[src/rtl/frame_stream_source.sv]
// Raster-order frame reader: RAM -> 2-entry FIFO -> valid/ready pixel stream tagged SOF/EOL/EOF.
// First pixel valid 2 cycles after start; reads throttle so occupancy plus in-flight never exceeds 2.
module frame_stream_source #(
    parameter int IMG_WIDTH  = 640,
    parameter int IMG_HEIGHT = 480,
    parameter int W          = 8,
    parameter int ADDR_W     = $clog2(IMG_WIDTH * IMG_HEIGHT)
) (
    input  logic              clk,
    input  logic              rst_n,
    input  logic              start,
    output logic              busy,
    output logic              done,
    output logic              rd_en,
    output logic [ADDR_W-1:0] rd_addr,
    input  logic [W-1:0]      rd_data,
    output logic              y_valid,
    input  logic              y_ready,
    output logic [W-1:0]      y_data,
    output logic              y_sof,
    output logic              y_eol,
    output logic              y_eof
);

    localparam int N  = IMG_WIDTH * IMG_HEIGHT;
    localparam int CW = (IMG_WIDTH > 1) ? $clog2(IMG_WIDTH) : 1;
    localparam int RW = (IMG_HEIGHT > 1) ? $clog2(IMG_HEIGHT) : 1;
    localparam int EW = W + 3;

    localparam logic [ADDR_W-1:0] LAST_ADDR = ADDR_W'(N - 1);
    localparam logic [CW-1:0]     LAST_COL  = CW'(IMG_WIDTH - 1);
    localparam logic [RW-1:0]     LAST_ROW  = RW'(IMG_HEIGHT - 1);

    localparam logic [1:0] S_IDLE  = 2'd0;
    localparam logic [1:0] S_FETCH = 2'd1;
    localparam logic [1:0] S_DRAIN = 2'd2;
    localparam logic [1:0] S_DONE  = 2'd3;

    logic [1:0]        r_state;
    logic [ADDR_W-1:0] r_addr;
    logic [CW-1:0]     r_col;
    logic [RW-1:0]     r_row;
    logic              r_inflight;
    logic              r_pend_sof;
    logic              r_pend_eol;
    logic              r_pend_eof;
    logic [1:0]        r_occ;
    logic [EW-1:0]     r_head;
    logic [EW-1:0]     r_tail;

    logic              w_pop;
    logic              w_push;
    logic [2:0]        w_level;
    logic              w_last_issue;
    logic              w_last_pop;
    logic              w_accept;
    logic [EW-1:0]     w_in;

    assign w_pop    = y_valid && y_ready;
    assign w_push   = r_inflight;
    assign w_accept = (r_state == S_IDLE) && start;

    // Entries the FIFO will have to hold next cycle if no new read is issued now.
    assign w_level  = {1'b0, r_occ} + {2'b00, r_inflight} - {2'b00, w_pop};
    assign rd_en    = (r_state == S_FETCH) && (w_level < 3'd2);
    assign rd_addr  = r_addr;

    assign w_last_issue = rd_en && (r_addr == LAST_ADDR);
    assign w_last_pop   = w_pop && r_head[W+2];
    assign w_in         = {r_pend_eof, r_pend_eol, r_pend_sof, rd_data};

    always_ff @(posedge clk) begin
        if (!rst_n) begin
            r_state <= S_IDLE;
        end else begin
            case (r_state)
                S_IDLE:  if (start)        r_state <= S_FETCH;
                S_FETCH: if (w_last_issue) r_state <= S_DRAIN;
                S_DRAIN: if (w_last_pop)   r_state <= S_DONE;
                default:                   r_state <= S_IDLE;
            endcase
        end
    end

    always_ff @(posedge clk) begin
        if (!rst_n || w_accept) begin
            r_addr <= '0;
            r_col  <= '0;
            r_row  <= '0;
        end else if (rd_en) begin
            r_addr <= r_addr + 1'b1;
            if (r_col == LAST_COL) begin
                r_col <= '0;
                r_row <= r_row + 1'b1;
            end else begin
                r_col <= r_col + 1'b1;
            end
        end
    end

    // Tags ride one cycle behind the address so they meet rd_data at the FIFO input.
    always_ff @(posedge clk) begin
        if (!rst_n) begin
            r_inflight <= 1'b0;
            r_pend_sof <= 1'b0;
            r_pend_eol <= 1'b0;
            r_pend_eof <= 1'b0;
        end else begin
            r_inflight <= rd_en;
            if (rd_en) begin
                r_pend_sof <= (r_addr == '0);
                r_pend_eol <= (r_col == LAST_COL);
                r_pend_eof <= (r_col == LAST_COL) && (r_row == LAST_ROW);
            end
        end
    end

    always_ff @(posedge clk) begin
        if (!rst_n) begin
            r_occ  <= 2'd0;
            r_head <= '0;
            r_tail <= '0;
        end else begin
            case (r_occ)
                2'd0: begin
                    if (w_push) begin
                        r_head <= w_in;
                        r_occ  <= 2'd1;
                    end
                end
                2'd1: begin
                    case ({w_push, w_pop})
                        2'b11: r_head <= w_in;
                        2'b01: r_occ  <= 2'd0;
                        2'b10: begin
                            r_tail <= w_in;
                            r_occ  <= 2'd2;
                        end
                        default: r_occ <= 2'd1;
                    endcase
                end
                2'd2: begin
                    if (w_pop) begin
                        r_head <= r_tail;
                        if (w_push) r_tail <= w_in;
                        else        r_occ  <= 2'd1;
                    end
                end
                default: r_occ <= 2'd0;
            endcase
        end
    end

    assign y_valid = (r_occ != 2'd0);
    assign y_data  = r_head[W-1:0];
    assign y_sof   = y_valid && r_head[W];
    assign y_eol   = y_valid && r_head[W+1];
    assign y_eof   = y_valid && r_head[W+2];

    assign busy = (r_state != S_IDLE);
    assign done = (r_state == S_DONE);

endmodule

[config.mk]
export PLATFORM = sky130hd
export DESIGN_NAME = frame_stream_source
export DESIGN_NICKNAME = d
export VERILOG_FILES = /design/src/rtl/frame_stream_source.sv
export SDC_FILE = /design/constraint.sdc
export NUM_CORES = 1
export LEC_CHECK = 0
export ABC_AREA = 0
export CORE_ASPECT_RATIO = 1.2
export CORE_MARGIN = 2
export CORE_UTILIZATION = 45
export CTS_BUF_LIST = sky130_fd_sc_hd__clkbuf_16
export CTS_CLUSTER_SIZE = 40
export DETAILED_ROUTE_END_ITERATION = 7
export PLACE_DENSITY = 0.73
export SYNTH_ARGS = -nofsm -noshare
export SYNTH_HDL_FRONTEND = slang
export SYNTH_SLANG_ARGS = --single-unit
[constraint.sdc]
create_clock -name clk -period 4 [get_ports clk]
set_clock_uncertainty 0.2 [all_clocks]
set_input_delay 0.4 -clock clk [delete_from_list [all_inputs] [get_ports clk]]
set_output_delay 0.4 -clock clk [all_outputs]
set_load 0.02 [all_outputs]
=== After elaboration in Yosys (flattened, before gate mapping) ===
Index checks and enable logic that the tools add are counted.

* Register bits: 68
* Latch bits: 0
* Memory bits (writable): 0
* Bits in read-only memories: 0
* Output and inout port bits: 34
* Memories kept: 0

* $add $sub $neg: 5
* Multiply operators: 0
* Divide/modulo/power cells: 0
* Magnitude comparators: 1
* Eq/ne operators: 21
* Shift-type cells: 0
* Multiplexer cells: 17
* Bitwise logic cells: 0
* Reductions and logical operators: 23

{| class="wikitable"
|+ Operators by type and width
! cell !! count
|-
| $mux W11 || 5
|-
| $pmux W11 S3 || 1
|-
| $pmux W11 S2 || 1
|-
| $add A19 B1 Y19 const B || 1
|-
| $eq A19 B19 Y1 const B || 1
|-
| $logic_not A19 Y1 || 1
|-
| $ne A2 B2 Y1 const B || 9
|-
| $pmux W2 S3 || 3
|-
| $mux W2 || 6
|-
| $reduce_and A4 Y1 || 3
|-
| $add A10 B1 Y10 const B || 1
|-
| $eq A10 B10 Y1 const B || 1
|-
| $eq A2 B2 Y1 const B || 5
|-
| $mux W10 || 1
|-
| $add A9 B1 Y9 const B || 1
|-
| $eq A9 B9 Y1 const B || 1
|-
| $logic_and A1 B1 Y1 || 9
|-
| $eq A2 B1 Y1 const B || 3
|-
| $reduce_bool A2 Y1 || 3
|-
| $logic_not A2 Y1 || 2
|-
| $add A2 B1 Y3 || 1
|-
| $lt A3 B2 Y1 const B || 1
|-
| $reduce_and A3 Y1 || 1
|-
| $reduce_bool A3 Y1 || 1
|-
| other kinds (5) || 5
|}

=== Depth between registers and ports, before layout ===
Gate-level depths: netlist of the first run.

* Word-level depth: 8
* Depth in mapped cells: 13
* Depth with buffers taken out: 9

=== Worst setup path after synthesis of the first run ===
No wires, ideal clock.

* Kind: reg-to-reg
* From: register r_occ[0]
* To: register r_addr[13] (netlist: rd_addr[13])
* Setup time: 0.072 ns
* Data arrival time: 3.013 ns
* Slack: 0.714 ns
* Cell stages (with the launch flop): 13
* Path buffers: 4
* Clock period less this slack: 3.286 ns
* Cell sequence: dfxtp_1 clkbuf_1 nand2b_1 clkbuf_1 buf_2 nor2_1 o21ai_0 fa_1 xor2_2 or4_1 buf_2 or3_1 a21oi_1

* Longest elaborated chain between the ends: 5
* Elaborated cells on any way between the ends: 6
* Those cells by class: add/sub: 2; order compare: 1; reduce/logical: 3

{| class="wikitable"
|+ RTL lines
! what !! RTL line !! source
|-
| start, declared || 47 || <nowiki>logic [1:0] r_occ;</nowiki>
|-
| start signal, assigned || 120 || <nowiki>r_occ <= 2'd0;</nowiki>
|-
| start signal, assigned || 128 || <nowiki>r_occ <= 2'd1;</nowiki>
|-
| start signal, assigned || 134 || <nowiki>2'b01: r_occ <= 2'd0;</nowiki>
|-
| branches (longest 2 deep; another with $add A2 B1 Y3) || - ||
|-
| $sub A3 B1 Y3 (*) || 64 || <nowiki>assign w_level = {1'b0, r_occ} + {2'b00, r_inflight} - {2'b00, w_pop};</nowiki>
|-
| $lt A3 B2 Y1 (*) || 65 || <nowiki>assign rd_en = (r_state == S_FETCH) && (w_level < 3'd2);</nowiki>
|-
| $logic_and A1 B1 Y1 (*) || 65 ||
|-
| end signal, assigned || 91 || <nowiki>r_addr <= r_addr + 1'b1;</nowiki>
|-
| end, declared || 40 || <nowiki>logic [ADDR_W-1:0] r_addr;</nowiki>
|}

Every way passes the cells marked *.
A chain may end at the register's enable or synchronous reset.

=== Final worst setup path of the first run ===
* From: input y_ready
* To: output rd_en

* Longest elaborated chain between the ends: 4

{| class="wikitable"
|+ RTL lines
! what !! RTL line !! source
|-
| start, declared || 18 || <nowiki>input logic y_ready,</nowiki>
|-
| $logic_and A1 B1 Y1 || 59 || <nowiki>assign w_pop = y_valid && y_ready;</nowiki>
|-
| $sub A3 B1 Y3 || 64 ||
|-
| $lt A3 B2 Y1 || 65 ||
|-
| $logic_and A1 B1 Y1 || 65 ||
|-
| end, declared || 14 || <nowiki>output logic rd_en,</nowiki>
|}

Every way passes these cells.

==> results of run 1 <==
[tightest hold or removal path, delay by kind of cell, from the launching register on]
family | cells | cell delay (ns)
AOI/OAI and AO/OA | 1 | 0.06
and+or+nand+nor | 1 | 0.05
DFF | 1 | 0.32
[worst paths after layout]
path / from / end / cells past startpoint
setup / recovery: y_ready / rd_en / 9
hold / removal: r_pend_eol$_SDFFE_PN0P_ / r_pend_eol$_SDFFE_PN0P_ / 2
setup reg to reg: r_occ[0]$_SDFFE_PN0P_ / r_col[8]$_SDFFE_PP0P_ / 9
hold reg to reg: r_pend_eol$_SDFFE_PN0P_ / r_pend_eol$_SDFFE_PN0P_ / 2
[cell usage in the layout (no fill, tap or decap), drive strengths merged, types with 2 or more instances in the layout]
cell type / instances
a21boi: 4
a21oi: 20
a31oi: 3
a41o: 3
and2: 4
and3: 4
and4: 6
buf: 9
bufinv: 2
clkbuf: 9
clkdlybuf4s50: 45
clkinv: 4
dfxtp: 68
ha: 9
inv: 13
mux2i: 24
nand2: 44
nand2b: 5
nand3: 15
nand4: 14
nor2: 22
nor2b: 15
nor4: 10
nor4b: 2
o2111ai: 3
o211a: 11
o211ai: 2
o21a: 3
o21ai: 13
o311ai: 3
o31ai: 5
o41ai: 2
or3: 11
or4: 7
xnor2: 11
xor2: 6
[flip-flops by register name, indices dropped and copies added, names as in the netlist, 2 cells and up]
register,flops
r_tail,11
r_row,9
r_head,11
rd_addr,19
r_occ,2
r_col,10
r_state,2
[per-layer routing]
layer	up-vias	track usage, %	share of wire (%)
li1	1522	-	-
met1	1429	24.0	46
met2	67	31.4	48
met3	10	5.49	4.9
met4	0	7.45	1.5
met5	-	0	0
[final cells by class]
| class | count | area [um^2] |
|---|---|---|
| multi-input combinational | 290 | 1960 |
| clock buffer | 9 | 225 |
| timing repair buffer | 54 | 518 |
| sequential | 68 | 1360 |
| clock inverter | 7 | 100 |
| inverter | 12 | 45.0 |
| tap | 92 | 115 |
| fill | 704 | 3290 |
[kinds of logic after synthesis]
family | after synthesis | synth area share, %
and+or+nand+nor | 164 | 25.9
adders and majority gates | 10 | 3.78
DFF | 68 | 38.8
muxes | 25 | 7.17
AOI/OAI and AO/OA | 74 | 14.7
buffers and inverters | 38 | 5.17
xor gates and xnor gates | 17 | 4.46
[cell usage after synthesis, types with 2 or more instances]
| cell | count |
|---|---|
| dfxtp_1 | 68 |
| ha_1 | 9 |
| buf_2 | 6 |
| o211ai_1 | 2 |
| and4_1 | 6 |
| o31ai_1 | 5 |
| buf_4 | 8 |
| and3_1 | 4 |
| nor2b_1 | 15 |
| a21boi_0 | 3 |
| xnor2_1 | 11 |
| a21oi_1 | 20 |
| o311ai_0 | 3 |
| o21ai_0 | 11 |
| clkbuf_1 | 11 |
| nand2b_1 | 5 |
| nand3_1 | 14 |
| o21a_1 | 3 |
| nand4_1 | 14 |
| a31oi_1 | 3 |
| nor4b_1 | 2 |
| and2_1 | 3 |
| nor2_1 | 22 |
| inv_1 | 11 |
| xor2_1 | 5 |
| mux2i_1 | 24 |
| or4_1 | 7 |
| or3_1 | 11 |
| a41o_1 | 3 |
| o211a_1 | 11 |
| o2111ai_1 | 3 |
| nand2_1 | 43 |
| o41ai_1 | 2 |
| o21ai_1 | 2 |
| nor4_1 | 9 |
[report_power, final]
part | switching (uW) | total (uW) | internal [uW]
Sequential | 55.5 | 800 | 744
Combinational | 313 | 561 | 248
Clock | 304 | 854 | 549
[stage by stage]
step / instances / setup WS [ns]
detailed placement: 516 / 0.476
global placement: 516 / 0.537
finish: 532 / 0.524
floorplan: 396 / 0.714
CTS: 532 / 0.519
global route: 532 / 0.295
==> flow_summary.yaml, run 1 <==
finish:
  fin_nets: 457
  final_util_pct: 56.8
  antenna_cells: 0
  design_area_um2: 4330
  syn_to_final_growth_pct: 23.4
  drive_above_1_share_pct: 7.27
die:
  dieWidth_um: 84.6
  core_um2: 7620
  rows: 35
  die_h_um: 101
  die-area_um2: 8520
  initial_core_util_pct: 46.0
  ios: 46
timing:
  slew_headroom_pct: 31.5
  fin_crit_sh_pct: 86.9
  worstMarginPinSlew_ns: 1.02
  tns_ns: 0
  report.final.slew_viol_count: 0
  rsz0062_at_grt: "false"
  max_freq_mhz: 288
  whs_ns: 0.283
  min_period_ns: 3.48
  hold_viol: 0
  finalSetupViolations: 0
routing:
  ant_nets: 0
  vias: 3028
  via_per_inst: 5.69
  dr.pass1.iters: 4
  avgRoutedWirePerCell_um: 14.6
  totalWireLength_um: 7760
  drc: 0
  drtIter0Drc: 148
yosys:
  netlist_area_um2: 3510
  netlist_instances: 396
  synthArstFlopShare_pct: 0
  yosysSeqAreaShare_pct: 38.8
  syn-num-nets: 418
  synth_top_cell_by_area: "dfxtp_1"
  avgSynthCellArea_um2: 8.85
  ys_ff_latch: 68
  synth_top_area_share_pct: 38.8
  synth_ff_type: "dfxtp_1"
  ys.warnings.count: 0
  synth_edf_count: 0
  synth.distinct_cells: 52
  yosys-top-cells-area: "dfxtp_1, mux2i_1, nand2_1"
cts:
  cts_buffer_depth: 2
  post_cts_buffers: 0
  cts.sinks: 68
  numCtsBuffers: 9
  root_buffer: "clkbuf_16"
  cts_htree_levels: 3
  ctsHoldBuffers: 0
  worstSkewPairLatency_ns: 0.33
  tritoncts: "built"
  clk_transition_reported_paths_ns: 0.05
  cts_resized: 0
pwr:
  power_density_nw_per_um2: 512
  p_leak_uw: 0.00163
  vdd_drop_max_mv: 0.309
  total_power_uw: 2210
placement:
  postPlaceCellArea_um2: 4000
  numPortBuffers: 45
  routabilityCongestion: 0.805
  dp_hpwl_um: 5270
global_routing:
  grt_overflow: 0
  grt_max_degree: 29
  grt_antenna_before_repair: 0
  grt_pass1_vias: 2884
  grt_usage_pct: 19.2
  grt_pass1_wl_um: 13200
worst_setup_path:
  crit_path_max_fanout: 7
  r2r_setup_slack_ns: 0.84
  criticalPathCategory: "in2out"
  max_stage_delay_ns: 0.63
  critPathTopFamily: "buffers and inverters"
  cp-start-kind: "input pin"
  worst-path-buf-inv: 4
  worstPathCellList: "clkdlybuf4s50_1 > inv_1 > nor2_1 > o21ai_0 > fa_1 > and2_0 > nand2_1 > inv_2 > clkdlybuf4s50_1"
  cp.arrival_ns: 2.88
  critPathMostFrequentCell: "clkdlybuf4s50_1"
  endpoint_kind: "output pin"
  cp.required_ns: 3.40
  critPathSlowestCell: "clkdlybuf4s50_1"
status:
  status: "finished, final reports clean"
flow_run:
  cap_violations: 0
min_path:
  min_path_type: "reg2reg"
Power figures use the tool's default switching activity.
==> inputs of run 2 (changes only) <==
--- a/config.mk
+++ b/config.mk
@@ -13,6 +13,7 @@
 export CTS_CLUSTER_SIZE = 40
 export DETAILED_ROUTE_END_ITERATION = 7
 export PLACE_DENSITY = 0.73
+export SETUP_SLACK_MARGIN = 0.02
 export SYNTH_ARGS = -nofsm -noshare
 export SYNTH_HDL_FRONTEND = slang
 export SYNTH_SLANG_ARGS = --single-unit
==> constraint.sdc (replaced) <==
create_clock -name clk -period 4.3 [get_ports clk]
set_clock_uncertainty 0.2 [all_clocks]
set_input_delay 0.43 -clock clk [delete_from_list [all_inputs] [get_ports clk]]
set_output_delay 0.43 -clock clk [all_outputs]
set_load 0.02 [all_outputs]
==> run 2 against run 1 <==
Wire length shrank 1.1%. Clock power shrank 18%. First-iteration DRC count shrank 2.7%. Critical path depth is the same. Total power shrank 11%. Core utilization shrank 0.77 points. Register-to-register slack gained 0.21 ns. Combinational power shrank 7.8%. Via count shrank 0.66%. Sequential share of layout area grew 0.43 points. Cell area shrank 1.4%. Non-clock buffer count shrank 2.
==> flow_summary.yaml, run 2 (same netlist as run 1, synthesis figures left out) <==
worst_setup_path:
  cp.required_ns: 3.67
  max_stage_delay_ns: 0.63
  critPathMostFrequentCell: "clkdlybuf4s50_1"
  criticalPathCategory: "in2out"
  r2r_setup_slack_ns: 1.05
  critPathSlowestCell: "clkdlybuf4s50_1"
  crit_path_max_fanout: 8
  cp.arrival_ns: 3.22
  endpoint_kind: "output pin"
  worstPathCellList: "clkdlybuf4s50_1 > inv_1 > nor2_1 > o21ai_0 > fa_1 > and2_0 > nand2_1 > inv_2 > clkdlybuf4s50_1"
  cp-start-kind: "input pin"
finish:
  layout.cells.most_common: "dfxtp_1"
  antenna_cells: 0
  fin_nets: 455
  largest_reg_flops: 19
  drive_above_1_share_pct: 6.41
  final_util_pct: 56.0
  syn_to_final_growth_pct: 21.8
  layout_common_cells: "dfxtp_1, clkdlybuf4s50_1, nand2_1, mux2i_1, nor2_1"
die:
  die_h_um: 101
  core_um2: 7620
  die-area_um2: 8520
  initial_core_util_pct: 46.0
  ios: 46
  dieWidth_um: 84.6
  rows: 35
global_routing:
  grt_usage_pct: 19.0
  grt_pass1_vias: 2823
  grt_overflow: 0
  grt_antenna_before_repair: 0
  grt_pass1_wl_um: 13200
  grt_max_degree: 29
timing:
  rsz0062_at_grt: "false"
  whs_ns: 0.276
  worstMarginPinSlew_ns: 1.01
  max_freq_mhz: 259
  report.final.slew_viol_count: 0
  tns_ns: 0
  finalSetupViolations: 0
  layout_setup_ws_ns: 0.446
  hold_viol: 0
  slew_headroom_pct: 32.3
  fin_crit_sh_pct: 89.6
  min_period_ns: 3.85
routing:
  totalWireLength_um: 7670
  avgRoutedWirePerCell_um: 14.5
  ant_nets: 0
  via_per_inst: 5.69
  dr.pass1.iters: 4
  drtIter0Drc: 144
  vias: 3008
  drc: 0
cts:
  root_buffer: "clkbuf_16"
  clk_transition_reported_paths_ns: 0.05
  cts_buffer_depth: 2
  cts.sinks: 68
  worstSkewPairLatency_ns: 0.32
  numCtsBuffers: 9
  post_cts_buffers: 0
  tritoncts: "built"
  cts_htree_levels: 3
  ctsHoldBuffers: 0
  cts_resized: 0
pwr:
  switching_share_pct: 30.9
  p_clk_share_pct: 35.7
  power_density_nw_per_um2: 460
  power_frac_comb_pct: 26.3
  p_leak_uw: 0.00160
  p_int_uw: 1360
  p_seq_share_pct: 38.0
  power.switching_uw: 606
  vdd_drop_max_mv: 0.247
flow_run:
  cap_violations: 0
placement:
  post-place-ws_ns: 0.492
  routabilityCongestion: 0.840
  dp_hpwl_um: 5250
  numPortBuffers: 45
status:
  status: "finished, final reports clean"
min_path:
  min_path_type: "reg2reg"
[run 2: cell count changes in the layout (fill, tap and decap cells not counted)]
cell,delta
clkinv_1,+1
inv_6,-1
buf_4,-2
clkinv_4,-3
clkinvlp_4,+1
clkinv_2,+2
bufinv_16,-1
[run 2: area by class of cell]
| cell class | count | area [um^2] |
|---|---|---|
| Timing Repair Buffer | 52 | 503 |
| Inverter | 12 | 45.0 |
| Clock inverter | 6 | 56.3 |
| Fill cell | 694 | 3350 |
| Tap cell | 92 | 115 |
| Multi-Input combinational cell | 290 | 1960 |
| Sequential cell | 68 | 1360 |
| Clock buffer | 9 | 225 |
[run 2: stage by stage]
stage | cells | area [um^2] | total power, uW
3_3_place_gp | 514 | 3990 | 1260
3_5_place_dp | 514 | 3990 | 1270
6_report | 529 | 4270 | 1960
5_1_grt | 529 | 4270 | 2060
2_1_floorplan | 396 | 3510 | 1120
4_1_cts | 529 | 4270 | 1980
[run 2: power groups by stage]
stage	clock [uW]	combinational, uW	sequential [uW]
final	701	517	746
after CTS	713	521	746
after floorplan	0	375	745
after global routing	735	570	757
after global placement	0	506	755
after detailed placement	0	516	759
[run 2: layer usage]
metal | track usage, % | part of all wire (%) | up-vias
li1 | - | - | 1511
met1 | 23.6 | 46 | 1423
met2 | 32.9 | 48 | 67
met3 | 4.18 | 4.5 | 7
met4 | 5.74 | 0.93 | 0
met5 | 0 | 0 | -
[run 2: critical path, delay by kind of cell]
| kind | cells | cell delay [ns] |
|---|---|---|
| buffers and inverters | 4 | 1.48 |
| and+or+nand+nor | 3 | 0.59 |
| adders and majority gates | 1 | 0.58 |
| AOI/OAI and AO/OA | 1 | 0.14 |
[run 2: path summary, 6_finish.rpt]
path	startpoint	cells after the start	end
max reg2reg	r_occ[0]$_SDFFE_PN0P_	8	r_col[3]$_SDFFE_PP0P_
min reg2reg	r_col[1]$_SDFFE_PP0P_	2	r_col[1]$_SDFFE_PP0P_
min	r_col[1]$_SDFFE_PP0P_	2	r_col[1]$_SDFFE_PP0P_
max	y_ready	9	rd_en
